`src/rtl/fp_reciprocal_nr.sv`:
```
// Single-precision reciprocal 1/d by fixed-point Newton-Raphson on one shared
// 32x32 multiplier; valid/ready handshake, one operation in flight.
module fp_reciprocal_nr #(
  parameter int unsigned ITERS = 3
) (
  input  logic        clk,
  input  logic        rst,
  input  logic [31:0] d,
  input  logic        in_valid,
  output logic        in_ready,
  output logic [31:0] q,
  output logic        out_valid,
  input  logic        out_ready,
  output logic        dbz,
  output logic        uflow
);

  // x0 = 48/17 - (32/17)*D, constants in Q2.30
  localparam logic [31:0] C48 = 32'((64'd48 << 30) / 64'd17);
  localparam logic [31:0] C32 = 32'((64'd32 << 30) / 64'd17);
  localparam logic [31:0] TWO = 32'h8000_0000;

  typedef enum logic [2:0] {IDLE, INIT, MUL_T, MUL_X, PACK, HOLD} state_t;

  state_t      state, state_nx;
  logic [1:0]  cnt;
  logic        sgn;
  logic [7:0]  expo;
  logic [22:0] man;
  logic [31:0] dq;     // D, Q1.31 in [0.5,1)
  logic [31:0] x;      // estimate of 1/D, Q2.30
  logic [31:0] t;      // D*x, Q2.30

  logic [31:0] ma, mb;
  logic [63:0] prod;
  logic [23:0] rnd;
  logic [31:0] pack_q;
  logic        pack_dbz, pack_uflow;
  logic        unused_bits;

  assign in_ready    = (state == IDLE);
  assign unused_bits = ^{prod[63], prod[29:0]};

  always_comb begin
    ma = dq;
    mb = C32;
    case (state)
      MUL_T: mb = x;
      MUL_X: begin
        ma = x;
        mb = TWO - t;
      end
      default: ;
    endcase
    prod = 64'(ma) * 64'(mb);
  end

  // Round on the 7 guard bits below the 23-bit fraction; carry-out bumps the exponent
  always_comb begin
    pack_q     = '0;
    pack_dbz   = 1'b0;
    pack_uflow = 1'b0;
    rnd        = {1'b0, x[29:7]} + {23'd0, x[6]};
    if (expo == 8'hFF) begin
      pack_q = (man != '0) ? 32'h7FC0_0000 : {sgn, 31'h0};
    end else if (expo == 8'h00) begin
      pack_q   = {sgn, 8'hFF, 23'h0};
      pack_dbz = 1'b1;
    end else if (man == '0) begin
      if (expo == 8'd254) begin
        pack_q     = {sgn, 31'h0};
        pack_uflow = 1'b1;
      end else begin
        pack_q = {sgn, 8'd254 - expo, 23'h0};
      end
    end else if (expo >= 8'd253) begin
      pack_q     = {sgn, 31'h0};
      pack_uflow = 1'b1;
    end else begin
      pack_q = {sgn, 8'd253 - expo + {7'd0, rnd[23]}, rnd[22:0]};
    end
  end

  always_comb begin
    state_nx = state;
    case (state)
      IDLE:    if (in_valid) state_nx = INIT;
      INIT:    state_nx = MUL_T;
      MUL_T:   state_nx = MUL_X;
      MUL_X:   state_nx = (cnt == 2'(ITERS - 1)) ? PACK : MUL_T;
      PACK:    state_nx = HOLD;
      HOLD:    if (out_ready) state_nx = IDLE;
      default: state_nx = IDLE;
    endcase
  end

  always_ff @(posedge clk) begin
    if (!rst) begin
      state     <= IDLE;
      cnt       <= '0;
      sgn       <= 1'b0;
      expo      <= '0;
      man       <= '0;
      dq        <= '0;
      x         <= '0;
      t         <= '0;
      q         <= '0;
      out_valid <= 1'b0;
      dbz       <= 1'b0;
      uflow     <= 1'b0;
    end else begin
      state <= state_nx;
      case (state)
        IDLE: if (in_valid) begin
          sgn  <= d[31];
          expo <= d[30:23];
          man  <= d[22:0];
          dq   <= {2'b01, d[22:0], 7'd0};
          cnt  <= '0;
        end
        INIT:  x <= C48 - prod[62:31];
        MUL_T: t <= prod[62:31];
        MUL_X: begin
          x   <= prod[61:30];
          cnt <= cnt + 2'd1;
        end
        PACK: begin
          q         <= pack_q;
          dbz       <= pack_dbz;
          uflow     <= pack_uflow;
          out_valid <= 1'b1;
        end
        HOLD: if (out_ready) out_valid <= 1'b0;
        default: ;
      endcase
    end
  end

endmodule

```
`config.mk`:
```
export PLATFORM = sky130hd
export DESIGN_NAME = fp_reciprocal_nr
export DESIGN_NICKNAME = d
export VERILOG_FILES = /design/src/rtl/fp_reciprocal_nr.sv
export SDC_FILE = /design/constraint.sdc
export NUM_CORES = 2
export LEC_CHECK = 0
export BUFFER_PORTS_ARGS = -buffer_cell sky130_fd_sc_hd__buf_2
export CAP_MARGIN = 10
export CORE_MARGIN = 4
export CORE_UTILIZATION = 30
export CTS_CLUSTER_DIAMETER = 80
export DETAILED_ROUTE_END_ITERATION = 7
export GPL_TIMING_DRIVEN = 0
export PLACE_DENSITY = 0.53
export SKIP_CTS_REPAIR_TIMING = 1
export SLEW_MARGIN = 0
export SYNTH_ARGS = -nofsm -noshare
export SYNTH_HDL_FRONTEND = slang
export SYNTH_SLANG_ARGS = --single-unit
```
`constraint.sdc`:
```
create_clock -name clk -period 11.4 [get_ports clk]
set_clock_uncertainty 0.05 [all_clocks]
set_input_delay 1.71 -clock clk [delete_from_list [all_inputs] [get_ports clk]]
set_output_delay 1.71 -clock clk [all_outputs]
set_load 0.05 [all_outputs]
```
==> summary.md <==
| Metric | Value |
|---|---|
| Post-synth net total | 6,225 |
| Sequential standard cell area | 2740 um2 |
| Crit Path Category | flip-flop to flip-flop |
| Number of global-route vias before repair | 37,000 |
| Worst-case reg-to-reg path depth | 32 |
| Worst path max stage delay | 740 ps |
| Final-report setup violation count | 0 |
| Total count of max-transition violations in the final report | 0 |
| Die footprint | 143,000 um2 |
| Path category of the worst min-delay check | flip-flop to flip-flop |
| HPWL after DPL | 153,000 um |
| Total track usage | 25.2% |
| Wire length reported by the detailed router | 182,000 um |
| Final clock period utilization by the worst path | 99.2% |
| Register-to-register setup slack | 90 ps |
| Clock buffer depth | 2 |
| Count of antenna-violating nets left after detailed routing | 0 |
| Highest fanout seen on the critical path | 10 |
| Kind of end point of the critical path | flip-flop |
| Core utilization of the finished layout | 34.2% |
| Cell types occupying the most area after synthesis | sky130_fd_sc_hd__fa_1 43%, sky130_fd_sc_hd__inv_1 8.5%, sky130_fd_sc_hd__nand2_1 8.3%, sky130_fd_sc_hd__ha_1 8.1%, sky130_fd_sc_hd__dfxtp_1 6.7% |
| Startpoint of the worst register-to-register path | t[4] |
| Arrival time worst endpoint | 11,600 ps |
| MaxCap Viol Count | 0 |
| Least-Margin Pin Slew | 1230 ps |
| Total Neg Setup Slack | 0 ps |
| Count of input and output buffers | 71 |
| Layout cell share with drive strength beyond 1 | 10.6% |
| Fraction of the yosys area taken by sequential cells | 6.66% |
| Final number of hold-violating endpoints | 0 |
| Area Overhead vs Synth | 12.7% |
| Horizontal extent of the die | 379 um |
| #FFs+latches synth | 137 |
| Critical-path cell with the highest stage delay | sky130_fd_sc_hd__fa_1 |
| Clock latency on the worst-skew pair | 460 ps |
| Number of enable-type register cells in the synthesized netlist | 0 |
| Average cell area after synthesis | 8.19 um2 |
| Post-layout minimum cycle time | 11,310 ps |
| Endpoint of the worst hold path | out_valid |
| Sink Count | 137 |
| Clock root buffer | sky130_fd_sc_hd__clkbuf_16 |
| Placeable core region | 136,000 um2 |
| Vias | 36,900 |
| Largest area contributor in the synthesized netlist | sky130_fd_sc_hd__fa_1 |
| TritonCTS clock tree | done |
| Row Count | 135 |
| Number of clock buffers inserted by TritonCTS | 17 |
| Detailed-routing iteration count for the pre-antenna-repair pass | 5 |
| Count of cells along the worst hold path | 2 |
| # H-tree levels | 4 |
| CTS clk-pin slew, worst paths | 70 ps |
| Synthesized instance count | 5,029 |
| Critical path data required time | 11,690 ps |
| Number of fill cells | 14,400 |
| Worst min-delay path startpoint | out_valid |
| Average wire per standard cell | 26.0 um |
| Most Frequent Cell on Critical Path | sky130_fd_sc_hd__fa_1 |
| Total DRC errors in the routed layout | 0 |
| Die Y | 379 um |
| Area used by multi-input combinational logic | 34,800 um2 |
| Maximum clock rate | 0.0884 GHz |
| Area share of the largest cell type after synthesis | 43.4% |
| Initial antenna violation count | 7 |
| Maximum number of pins on one net before global-route repair | 17 |
| Run status | finished, final reports clean |
| Worst r2r dst | x[30] |
| Number of primary I/O pins | 72 |
| Synth cell types | 95 |
| Wire length of the first global-routing pass | 259,000 um |
| Initial cell density of the core | 30.3% |
| Cell Area, Synth | 41,200 um2 |
| Commonest register cell after synthesis | sky130_fd_sc_hd__dfxtp_1 |
| DR iter-0 viols | 3,650 |
| Fraction of registers with async set/reset | 0% |
| Avg Vias per Cell | 5.28 |
| Startpoint types | flip-flop |
| Congestion Overflow GR | 0 |
| Synth warn | 0 |
| RD Place Congestion | 1.03 |
| Max-Slew Margin vs Limit | 17.9% |
| Fin nets | 6,391 |
[cell type report]
type / count / area share, %
tap: 1781 / 4.80
multi-input combinational: 3688 / 75.0
clock buffer: 18 / 0.945
clock inverter: 14 / 0.369
inverter: 934 / 7.56
antenna: 5 / 0.0269
timing repair buffer: 157 / 2.62
sequential: 137 / 5.90
buffer: 260 / 2.79
[per-stage QoR]
stage	instance area [um2]	hold WS, ps	instances	setup slack, ps
after floorplan	41200	386	5029	1270
final	46500	419	6994	90.0
after detailed placement	44100	407	6903	-2220
after CTS	44700	419	6935	-2240
after global routing	46400	434	6989	-52.4
after global placement	43800	397	6881	-2200
[cells by family (layout without fill, tap and decap cells)]
logic type	after synthesis	count (layout)	synth area share, %
and+or+nand+nor	1843	1843	18.8
buffers and inverters	1204	1383	11.0
adders and majority gates	1160	1160	51.5
AOI/OAI and AO/OA	546	546	8.68
DFF	137	137	6.66
xor gates and xnor gates	86	86	1.97
muxes	53	53	1.31
other	0	5	0
[cells in the final DEF (no fill, tap or decap), types with 10 or more instances in the layout]
cell	synthesis	routed
sky130_fd_sc_hd__o21ai_1	12	14
sky130_fd_sc_hd__inv_1	932	930
sky130_fd_sc_hd__mux2i_1	45	28
sky130_fd_sc_hd__and3_1	28	27
sky130_fd_sc_hd__nand2b_1	22	20
sky130_fd_sc_hd__o21a_1	13	12
sky130_fd_sc_hd__a22oi_1	35	32
sky130_fd_sc_hd__a211oi_4	0	10
sky130_fd_sc_hd__buf_8	0	14
sky130_fd_sc_hd__nor3_1	43	37
sky130_fd_sc_hd__o21ai_0	72	65
sky130_fd_sc_hd__or3_1	11	10
sky130_fd_sc_hd__nor2b_1	16	16
sky130_fd_sc_hd__buf_6	0	11
sky130_fd_sc_hd__clkbuf_16	0	17
sky130_fd_sc_hd__a21oi_2	0	10
sky130_fd_sc_hd__ha_1	266	260
sky130_fd_sc_hd__buf_4	3	68
sky130_fd_sc_hd__nand2_1	910	882
sky130_fd_sc_hd__clkbuf_4	0	28
sky130_fd_sc_hd__nand4_1	29	29
sky130_fd_sc_hd__a21oi_1	209	194
sky130_fd_sc_hd__a211oi_1	31	24
sky130_fd_sc_hd__nor2_1	635	621
sky130_fd_sc_hd__and4_1	15	14
sky130_fd_sc_hd__clkbuf_2	1	78
sky130_fd_sc_hd__and2_1	30	28
sky130_fd_sc_hd__a21o_1	22	21
sky130_fd_sc_hd__nand3_1	42	39
sky130_fd_sc_hd__o211ai_1	21	21
sky130_fd_sc_hd__buf_2	12	88
sky130_fd_sc_hd__fa_1	894	888
sky130_fd_sc_hd__clkbuf_1	242	116
sky130_fd_sc_hd__nor2_2	2	10
sky130_fd_sc_hd__dfxtp_1	137	137
sky130_fd_sc_hd__xnor2_1	54	50
sky130_fd_sc_hd__mux2i_2	0	16
sky130_fd_sc_hd__nand2_2	0	26
sky130_fd_sc_hd__nor4_1	17	16
sky130_fd_sc_hd__xor2_1	27	23
[synth_stat cells (31+ instances only)]
master	n
sky130_fd_sc_hd__fa_1	894
sky130_fd_sc_hd__nand3_1	42
sky130_fd_sc_hd__nor2_1	635
sky130_fd_sc_hd__xnor2_1	54
sky130_fd_sc_hd__ha_1	266
sky130_fd_sc_hd__clkbuf_1	242
sky130_fd_sc_hd__nor3_1	43
sky130_fd_sc_hd__a21oi_1	209
sky130_fd_sc_hd__o21ai_0	72
sky130_fd_sc_hd__inv_1	932
sky130_fd_sc_hd__a211oi_1	31
sky130_fd_sc_hd__a22oi_1	35
sky130_fd_sc_hd__mux2i_1	45
sky130_fd_sc_hd__dfxtp_1	137
sky130_fd_sc_hd__nand2_1	910
[state kept, by name, indices dropped and copies added, names as in the netlist]
register,cells
sgn,1
man,22
uflow,1
dbz,1
expo,8
q,32
out_valid,1
dq,2
state,3
x,32
t,32
cnt,2
[worst max-delay path, delay by kind of cell (launching register included)]
kind / cells / cell delay [ps]
simple gates: 13 / 3580
fa+ha+maj: 9 / 4560
flops: 1 / 370
compound gates: 7 / 1830
buf+inv: 2 / 530
xor+xnor: 1 / 270
[routing by layer]
layer | vias up | wire length (um) | global-route usage (%)
met3 | 439 | 18700 | 6.19
met4 | 6 | 13300 | 14.1
met2 | 1941 | 76000 | 37.3
li1 | 15700 | - | -
met5 | - | 100 | 0
met1 | 18800 | 73900 | 33.7
[worst max path at each step]
stage             start    end  slack (ps)  cells past startpoint
6_report           t[4]  x[30]          90                     32
5_1_grt        state[0]  x[18]         -50                     36
4_1_cts        state[1]  x[31]       -2240                     36
3_5_place_dp   state[1]  x[31]       -2220                     36
3_3_place_gp   state[1]  x[31]       -2200                     30
2_1_floorplan      t[4]  x[26]        1270                     36
Power is left out: the tool's default activity adds up to more than one toggle a clock period on the data nets, which glitch-free logic cannot reach.
